===== config.mk =====
export PLATFORM = sky130hd
export DESIGN_NAME = fp_mult_arbiter_flat
export DESIGN_NICKNAME = d
export VERILOG_FILES = /design/src/rtl/fp_mult_arbiter_if.sv /design/src/rtl/fp_mult_arbiter.sv /design/src/flat_wrapper.sv
export SDC_FILE = /design/constraint.sdc
export NUM_CORES = 1
export LEC_CHECK = 0
export BUFFER_PORTS_ARGS = -buffer_cell sky130_fd_sc_hd__buf_4
export CAP_MARGIN = 25
export CELL_PAD_IN_SITES_DETAIL_PLACEMENT = 2
export CELL_PAD_IN_SITES_GLOBAL_PLACEMENT = 2
export CORE_MARGIN = 2
export CORE_UTILIZATION = 31
export DETAILED_ROUTE_END_ITERATION = 10
export GPL_TIMING_DRIVEN = 0
export PLACE_DENSITY_LB_ADDON = 0.1
export SYNTH_ARGS = -nofsm -noshare
export SYNTH_HDL_FRONTEND = slang
export SYNTH_SLANG_ARGS = --single-unit

===== constraint.sdc =====
create_clock -name clk -period 4 [get_ports clk]
set_clock_uncertainty 0.1 [all_clocks]
set_input_delay 0.4 -clock clk [delete_from_list [all_inputs] [get_ports clk]]
set_output_delay 0.4 -clock clk [all_outputs]
set_load 0.01 [all_outputs]

===== src/rtl/fp_mult_arbiter_if.sv =====
// fp_mult_arbiter_if: requester, multiplier and response signals of the shared fp_mult arbiter
interface fp_mult_arbiter_if #(
  parameter int NREQ = 4,
  parameter int IDW = $clog2(NREQ)
);
  logic [NREQ-1:0] req_valid;
  logic [NREQ-1:0] req_ready;
  logic [32*NREQ-1:0] req_a;
  logic [32*NREQ-1:0] req_b;
  logic [3*NREQ-1:0] req_rnd;
  logic [31:0] mul_a;
  logic [31:0] mul_b;
  logic [2:0] mul_rnd;
  logic [31:0] mul_z;
  logic [7:0] mul_status;
  logic resp_valid;
  logic resp_ready;
  logic [IDW-1:0] resp_id;
  logic [31:0] resp_z;
  logic [7:0] resp_status;
  logic idle;
  modport master (
    output req_valid, req_a, req_b, req_rnd, mul_z, mul_status, resp_ready,
    input req_ready, mul_a, mul_b, mul_rnd, resp_valid, resp_id, resp_z, resp_status, idle
  );
  modport slave (
    input req_valid, req_a, req_b, req_rnd, mul_z, mul_status, resp_ready,
    output req_ready, mul_a, mul_b, mul_rnd, resp_valid, resp_id, resp_z, resp_status, idle
  );
endinterface


===== src/rtl/fp_mult_arbiter.sv =====
// fp_mult_arbiter: round-robin sharing of one pipelined fp_mult with tagged in-order responses
module fp_mult_arbiter #(
  parameter int NREQ = 4,
  parameter int LAT = 1,
  parameter int DEPTH = 4,
  parameter int IDW = $clog2(NREQ)
) (
  input logic clk,
  input logic rst,
  fp_mult_arbiter_if.slave bus
);
  localparam int CW = $clog2(DEPTH + 1) + 1;
  localparam int PW = $clog2(DEPTH);
  typedef struct packed {
    logic [IDW-1:0] id;
    logic [31:0] z;
    logic [7:0] st;
  } ent_t;
  logic [IDW-1:0] last_grant, g, idx;
  logic found, issue_ok, issue, wr, pop;
  logic [LAT-1:0] tv;
  logic [IDW-1:0] tid [LAT];
  logic [CW-1:0] inflight, fifo_count;
  logic [PW-1:0] wp, rp;
  ent_t mem [DEPTH];
  ent_t head;
  // rotating priority search starting just after the last granted requester
  always_comb begin
    g = '0;
    idx = '0;
    found = 1'b0;
    for (int k = 1; k <= NREQ; k++) begin
      idx = IDW'((int'(last_grant) + k) % NREQ);
      if (!found && bus.req_valid[idx]) begin
        found = 1'b1;
        g = idx;
      end
    end
  end
  assign issue_ok = !rst && (inflight + fifo_count < CW'(DEPTH));
  assign issue = issue_ok && found;
  assign bus.req_ready = issue ? NREQ'(1) << g : '0;
  assign bus.mul_a = issue ? bus.req_a[32*g +: 32] : '0;
  assign bus.mul_b = issue ? bus.req_b[32*g +: 32] : '0;
  assign bus.mul_rnd = issue ? bus.req_rnd[3*g +: 3] : '0;
  assign wr = tv[LAT-1];
  assign head = mem[rp];
  assign bus.resp_valid = fifo_count != '0;
  assign bus.resp_id = bus.resp_valid ? head.id : '0;
  assign bus.resp_z = bus.resp_valid ? head.z : '0;
  assign bus.resp_status = bus.resp_valid ? head.st : '0;
  assign pop = bus.resp_valid && bus.resp_ready;
  assign bus.idle = inflight == '0 && fifo_count == '0;
  // tag pipeline tracks which requester owns each multiplier stage
  always_ff @(posedge clk or posedge rst) begin
    if (rst) begin
      tv <= '0;
      for (int i = 0; i < LAT; i++) tid[i] <= '0;
      inflight <= '0;
      last_grant <= IDW'(NREQ - 1);
    end else begin
      tv[0] <= issue;
      tid[0] <= g;
      for (int i = 1; i < LAT; i++) begin
        tv[i] <= tv[i-1];
        tid[i] <= tid[i-1];
      end
      inflight <= inflight + CW'(issue) - CW'(wr);
      if (issue) last_grant <= g;
    end
  end
  // result FIFO pointers and occupancy
  always_ff @(posedge clk or posedge rst) begin
    if (rst) begin
      wp <= '0;
      rp <= '0;
      fifo_count <= '0;
    end else begin
      if (wr) wp <= (wp == PW'(DEPTH - 1)) ? '0 : wp + 1'b1;
      if (pop) rp <= (rp == PW'(DEPTH - 1)) ? '0 : rp + 1'b1;
      fifo_count <= fifo_count + CW'(wr) - CW'(pop);
    end
  end
  // result storage; contents are only meaningful below fifo_count
  always_ff @(posedge clk) begin
    if (wr) mem[wp] <= '{id: tid[LAT-1], z: bus.mul_z, st: bus.mul_status};
  end
  // credits must keep the non-stallable pipe from writing into a full FIFO
  always_ff @(posedge clk) begin
    if (!rst && wr) assert (fifo_count != CW'(DEPTH));
  end
endmodule


===== src/flat_wrapper.sv =====
// flat-port wrapper written by rule: the top's interface ports become plain ports
module fp_mult_arbiter_flat 
#(
  parameter int NREQ = 4,
  parameter int LAT = 1,
  parameter int DEPTH = 4,
  parameter int IDW = $clog2(NREQ)
)
  (clk, rst, bus_req_valid, bus_req_a, bus_req_b, bus_req_rnd, bus_mul_z, bus_mul_status, bus_resp_ready, bus_req_ready, bus_mul_a, bus_mul_b, bus_mul_rnd, bus_resp_valid, bus_resp_id, bus_resp_z, bus_resp_status, bus_idle);
  fp_mult_arbiter_if #(.NREQ(NREQ), .IDW(IDW)) bus_i ();
  input logic clk;
  input logic rst;
  input wire logic [$bits(bus_i.req_valid)-1:0] bus_req_valid;
  input wire logic [$bits(bus_i.req_a)-1:0] bus_req_a;
  input wire logic [$bits(bus_i.req_b)-1:0] bus_req_b;
  input wire logic [$bits(bus_i.req_rnd)-1:0] bus_req_rnd;
  input wire logic [$bits(bus_i.mul_z)-1:0] bus_mul_z;
  input wire logic [$bits(bus_i.mul_status)-1:0] bus_mul_status;
  input wire logic [$bits(bus_i.resp_ready)-1:0] bus_resp_ready;
  output wire logic [$bits(bus_i.req_ready)-1:0] bus_req_ready;
  output wire logic [$bits(bus_i.mul_a)-1:0] bus_mul_a;
  output wire logic [$bits(bus_i.mul_b)-1:0] bus_mul_b;
  output wire logic [$bits(bus_i.mul_rnd)-1:0] bus_mul_rnd;
  output wire logic [$bits(bus_i.resp_valid)-1:0] bus_resp_valid;
  output wire logic [$bits(bus_i.resp_id)-1:0] bus_resp_id;
  output wire logic [$bits(bus_i.resp_z)-1:0] bus_resp_z;
  output wire logic [$bits(bus_i.resp_status)-1:0] bus_resp_status;
  output wire logic [$bits(bus_i.idle)-1:0] bus_idle;
  assign bus_i.req_valid = bus_req_valid;
  assign bus_i.req_a = bus_req_a;
  assign bus_i.req_b = bus_req_b;
  assign bus_i.req_rnd = bus_req_rnd;
  assign bus_i.mul_z = bus_mul_z;
  assign bus_i.mul_status = bus_mul_status;
  assign bus_i.resp_ready = bus_resp_ready;
  assign bus_req_ready = bus_i.req_ready;
  assign bus_mul_a = bus_i.mul_a;
  assign bus_mul_b = bus_i.mul_b;
  assign bus_mul_rnd = bus_i.mul_rnd;
  assign bus_resp_valid = bus_i.resp_valid;
  assign bus_resp_id = bus_i.resp_id;
  assign bus_resp_z = bus_i.resp_z;
  assign bus_resp_status = bus_i.resp_status;
  assign bus_idle = bus_i.idle;
  fp_mult_arbiter #(.NREQ(NREQ), .LAT(LAT), .DEPTH(DEPTH), .IDW(IDW)) u_core (.clk(clk), .rst(rst), .bus(bus_i));
endmodule

==> metrics.txt, run 1 <==
status finished, final reports clean; vias in the first global route 9102; cell breakdown of the critical path buf_2 -> mux2i_1 -> o2bb2ai_1 -> a21oi_2 -> clkbuf_1 -> a21oi_1 -> a221oi_2 -> buf_4; I/O Buffers 429; crit path max-delay cell type clkbuf_1; Worst R2R End u_core.inflight[2]; PnR Total Power 9300 uW; DIE HEIGHT 184 um; Final Instance Area 14500 um^2; antenna-violating nets left 0; average wire per standard cell 25.9 um; RSZ-0062 raised after global routing no; ys async rst share 9.19%; Placed Cells 1526; CP arrival 3.28 ns; Setup CP Type flop to primary output; H-tree levels 4; CTS Sinks 185; gpl congestion 0.854; Syn Nets 1025; Slew Viols, Final 0; final setup TNS 0 ns; synth-to-layout area growth 44.3%; Yosys warning count 0; worst rel slew slack 46.4%; Final Hold Viols 0; Worst-path clk slew 0.08 ns; Gate power share 55.0%; antenna violations before repair 5; core box area 31700 um^2; CP Capture Type primary output; NetSw 3700 uW; routed vias 7969; vias per cell 5.10; Synth Instances 691; CTS tree built; Die W 184 um; Post-synth EDFFs 168; Crit path max-delay family compound AO/OA/AOI/OAI gates; VDD IR-drop max 0.000363 V; Fill cells 3233; grt total ovfl 0; Min Hold Slack 0.0540 ns; I/O pins 430; Clk Latency, worst-skew pair 0.44 ns; Netlist Area Pre-Place 10000 um^2; internal power 5610 uW; Sw Share 39.7%; Starting Density 31.6%; clock power share 18.6%; clk buf depth 2; ratio of cells with drive above 1 in the final layout 53.8%; largest net degree at the start of global routing 26; Root Buffer clkbuf_16; Cell Count, Final, Fillers Out 1564; Sequential Power Share 26.4%; first-pass GRT wire length 58900 um; flop2flop setup slack 0.68 ns; site row count 65; min cycle time layout 3.78 ns; placed wire-length estimate 32400 um; Worst EP required 3.50 ns; total CTS buffers 17; library cells used by synthesis 42; FF-to-FF Start u_core.fifo_count[1]; synthesized flop and latch total 185; DR iter-0 viols 355; register area share after synthesis 54.6%; Startpoint Class flop; Die Area 33800 um^2; CP Buf/Inv Count 3; PD cells 644 nW/um^2; Max Freq 0.265 GHz; post-synth top area share 50.3%; worst-margin pin slew 0.805 ns; Synth Flop Type edfxtp_1; Nets 1478; Mapped Avg Cell Area 14.5 um^2; maximum capacitance violations 0; FF-to-FF path depth 10; Critical Path Fanout Max 10; fin crit share 94.5%; Initial DRT Pass Iterations 4; top cells by count, synth edfxtp_1, nand2_1, a21oi_1; top cells by area, synth edfxtp_1, a221oi_2, mux4_2, mux2i_1, dfrtp_1; DRC 0; final WL 40500 um; Leakage 0.00602 uW; HP Class primary input to flop; Post-CTS Setup Bufs 0; leading area contributor after synthesis edfxtp_1; Placed Area 13800 um^2; Hold Path Depth 1; hold path startpoint bus_mul_status[1]; GRT Total Usage 23.9%; WHS Endpoint u_core.mem[2][1]; Finish-stage setup viols 0; Worst path max stage delay 0.56 ns; most common cell in the netlist edfxtp_1
## through the flow
stage / worst slack, ns / util (%)
floorplan: 1.23 / -
global placement: 0.739 / 43.3
detailed placement: 0.654 / 43.6
CTS: 0.213 / 45.5
global route: 0.0945 / 45.6
finish: 0.221 / 45.6
## worst max path at each step
stage	cells after the start	to	slack, ns	startpoint
after CTS	8	bus_mul_a[10]	0.21	u_core.fifo_count[1]
after floorplan	10	u_core.inflight[2]	1.23	u_core.fifo_count[1]
after global placement	8	bus_mul_a[6]	0.74	u_core.last_grant[1]
after global routing	8	bus_mul_a[10]	0.09	u_core.last_grant[1]
after detailed placement	10	u_core.inflight[2]	0.65	u_core.fifo_count[1]
final	8	bus_mul_a[10]	0.22	u_core.last_grant[1]
## final cells by class
class	count	area (um^2)	area share (%)
Sequential cell	185	5470	37.9
Multi-Input combinational cell	424	4070	28.2
Timing Repair Buffer	434	3310	22.9
Tap cell	402	503	3.48
Clock buffer	19	443	3.06
Buffer	59	392	2.71
Clock inverter	13	161	1.12
Inverter	23	87.6	0.606
Antenna cell	5	12.5	0.0866
## placed cells by master, fill, tap and decap left out, drive strengths merged, types with 2 or more instances in the layout
master    netlist  final
a21o            4      4
a21oi          72     72
a221oi         67     67
a31oi           2      2
and2           46     46
buf            38    471
bufinv          0      2
clkbuf         21     40
clkinv          1      4
clkinvlp        0      2
dfrtp          15     15
dfstp           2      2
diode           0      5
edfxtp        168    168
fa              2      2
ha             17     17
inv            22     28
mux2i          68     68
mux4           42     42
nand2          75     75
nor2            3      3
nor3            5      5
o21ai           4      4
xor2            4      4
## cell families after synthesis
family	after synthesis	share of synthesized area [%]
simple gates	135	6.53
fa+ha+maj	19	2.52
flops	185	54.6
mux	111	16.3
compound gates	154	14.8
buf+inv	82	4.78
xor+xnor	5	0.437
## registers in the layout, indices dropped and copies added, names as in the netlist
signal and cells:
u_core.inflight 4, u_core.mem 168, u_core.rp 2, u_core.tv 1, u_core.fifo_count 4, u_core.tid 2
u_core.wp 2, u_core.last_grant 2
## worst register-to-register path, stage by stage, from the launching register on
cell      delay [ns]
dfrtp_1         0.49
ha_1            0.34
a31o_1          0.19
and4bb_1        0.22
o31ai_2         0.50
buf_2           0.38
ha_1            0.17
inv_1           0.04
ha_1            0.21
fa_1            0.41
xor2_1          0.17
## power by group through the flow
stage | combinational [uW] | sequential (uW) | clock [uW]
6_report | 5120 | 2450 | 1730
5_1_grt | 5540 | 2480 | 1840
4_1_cts | 5220 | 2460 | 1770
3_5_place_dp | 5170 | 2500 | 0
3_3_place_gp | 5020 | 2490 | 0
2_1_floorplan | 3050 | 2460 | 0
## metal layers
metal	up-vias	global-route usage (%)	wire (um)
li1	3618	-	-
met1	4054	27.2	15300
met2	264	44.3	22100
met3	33	6.18	2590
met4	0	6.21	534
met5	-	0	0
## timing repair
| item | CTS | global route |
|---|---|---|
| hold endpoints to repair | 15 | 0 |
| gates resized for setup | 0 | 0 |
| hold buffers | 1 | 0 |
No activity file was read; power rests on OpenSTA's default activity.
==> run 2, diff against run 1 <==
==> constraint.sdc (replaced) <==
create_clock -name clk -period 3.8 [get_ports clk]
set_clock_uncertainty 0.1 [all_clocks]
set_input_delay 0.19 -clock clk [delete_from_list [all_inputs] [get_ports clk]]
set_output_delay 0.19 -clock clk [all_outputs]
set_load 0.01 [all_outputs]
==> run 2 against run 1 <==
- sequential power grew 5%
- register-to-register slack worse by 0.20 ns
- wire length rose by 1.5%
- clock-buffer cell count unchanged
- final cell count up 2.6%
- via count up 1.9%
- flip-flop and latch count did not move
- non-clock buffer count is 40 higher
- total power rose by 5.9%
- critical path type unchanged
==> metrics.txt, run 2 (synthesis gave the netlist of run 1 again) <==
status finished, final reports clean; FF-to-FF Start u_core.fifo_count[1]; routed vias 8119 (+1.9%); most frequent cells in the layout buf_4, edfxtp_1, nand2_1, a21oi_1, mux2i_1; Crit. Startpoint u_core.last_grant[1]; Worst Setup Slack, final 0.296 ns (+0.0753 ns); PnR Total Power 9850 uW (+5.9%); CP arrival 3.21 ns (-0.07 ns); cell breakdown of the critical path buf_2 -> mux2i_1 -> o2bb2ai_1 -> a21oi_2 -> clkbuf_1 -> a21oi_1 -> a221oi_2 -> buf_4; Starting Density 31.6% (unchanged); I/O Buffers 429 (unchanged); Min Hold Slack 0.0594 ns (+0.00535 ns); H-tree levels 4 (unchanged); antenna violations before repair 5 (unchanged); PD cells 663 nW/um^2 (+3.0%); CTS Sinks 185 (unchanged); largest net degree at the start of global routing 26 (unchanged); DIE HEIGHT 184 um (unchanged); Largest Register u_core.mem; crit path max-delay cell type clkbuf_1; final setup TNS 0 ns (unchanged); average wire per standard cell 25.7 um (-1.0%); min cycle time layout 3.50 ns; Worst path max stage delay 0.55 ns (about the same); Nets 1518 (+2.7%); clock power share 18.5% (about the same); antenna-violating nets left 0 (unchanged); NetSw 3920 uW (+6.0%); core box area 31700 um^2 (unchanged); commonest non-fill, non-tap cell in the layout buf_4; DR iter-0 viols 344 (-3.1%); Sw Share 39.8% (+0.063 points); Setup CP Type flop to primary output; Die Area 33800 um^2 (unchanged); Post-CTS Resized 0 (unchanged); worst rel slew slack 46.5% (+0.11 points); Hold Buf Count CTS 41 (+40); Startpoint Class flop; ratio of cells with drive above 1 in the final layout 52.0% (-1.8 points); RSZ-0062 raised after global routing no; worst-margin pin slew 0.803 ns (-0.00165 ns); Sequential Power Share 26.2% (-0.2 points); Slew Viols, Final 0 (unchanged); total CTS buffers 17 (unchanged); vias in the first global route 9343 (+2.6%); HP Class primary input to flop; Initial DRT Pass Iterations 4 (unchanged); CP Capture Type primary output; Clk Latency, worst-skew pair 0.44 ns (about the same); synth-to-layout area growth 48.3%; Largest regs u_core.mem x168, u_core.fifo_count x4, u_core.inflight x4; dpl ws 0.454 ns (-0.200 ns); FF-to-FF path depth 10 (unchanged); Worst-path clk slew 0.07 ns (about the same); Worst EP required 3.51 ns (about the same); CTS tree built; gpl congestion 0.854 (unchanged); Fill cells 3218 (-0.46%); Gate power share 55.3% (+0.3 points); Root Buffer clkbuf_16; site row count 65 (unchanged); Finish-stage setup viols 0 (unchanged); final WL 41200 um (+1.5%); GRT Total Usage 24.3% (+0.43 points); Post-CTS Setup Bufs 0 (unchanged); internal power 5930 uW (+5.8%); vias per cell 5.06 (-0.66%); Critical Path Fanout Max 10 (unchanged); hold path startpoint bus_resp_ready; DRC 0 (unchanged); maximum capacitance violations 0 (unchanged); I/O pins 430 (unchanged); fin crit share 92.2%; Leakage 0.00619 uW (+2.8%); clk buf depth 2 (unchanged); Final Hold Viols 0 (unchanged); grt total ovfl 0 (unchanged); Max Freq 0.285 GHz; placed wire-length estimate 32400 um (unchanged); max reg flops 168 (unchanged); first-pass GRT wire length 60000 um (+1.8%); Die W 184 um (unchanged); Hold Path Depth 3 (+2); VDD IR-drop max 0.000382 V (+5.1%)
-- run 2: stage by stage --
step                utilization [%]  cells  area [um^2]
floorplan                         -    691        10000
CTS                            46.8   1599        14800
global route                   46.8   1604        14900
detailed placement             43.6   1526        13800
global placement               43.3   1522        13700
finish                         46.8   1604        14900
-- run 2: worst paths after layout --
path,to,slack (ns)
setup / recovery,bus_mul_a[19],0.30
hold / removal,u_core.rp[0],0.06
setup reg to reg,u_core.inflight[2],0.48
hold reg to reg,u_core.last_grant[0],0.40
max in group asynchronous,u_core.tid[1],2.85
min in group asynchronous,u_core.inflight[3],0.32
-- run 2: power groups by stage --
stage | registers, uW | clock network, uW | logic (uW)
floorplan | 2590 | 0 | 3210
detailed placement | 2630 | 0 | 5440
global route | 2610 | 1940 | 5890
global placement | 2620 | 0 | 5290
CTS | 2590 | 1860 | 5530
finish | 2580 | 1820 | 5440
-- run 2: area by class of cell --
type                            instances  area, um^2  share of cell area (%)
Buffer                                 59         392                    2.64
Tap cell                              402         503                    3.39
Timing Repair Buffer                  474        3710                    25.0
Clock buffer                           19         443                    2.98
Sequential cell                       185        5470                    36.8
Antenna cell                            5        12.5                  0.0842
Clock inverter                         13         161                    1.09
Multi-Input combinational cell        424        4070                    27.4
Inverter                               23        87.6                   0.590
-- run 2: worst max-delay path: cells and delay by family (launching register included) --
kind	cells	cell delay [ns]
muxes	1	0.21
buffers and inverters	3	0.94
DFF	1	0.52
AOI/OAI and AO/OA	4	1.09
-- run 2: layer usage --
metal | global-route usage, % | wire length [um] | vias to the layer above
met5 | 0 | 0 | -
met4 | 6.46 | 518 | 0
met3 | 6.20 | 2660 | 35
met2 | 45.1 | 22500 | 282
met1 | 27.6 | 15500 | 4103
li1 | - | - | 3699
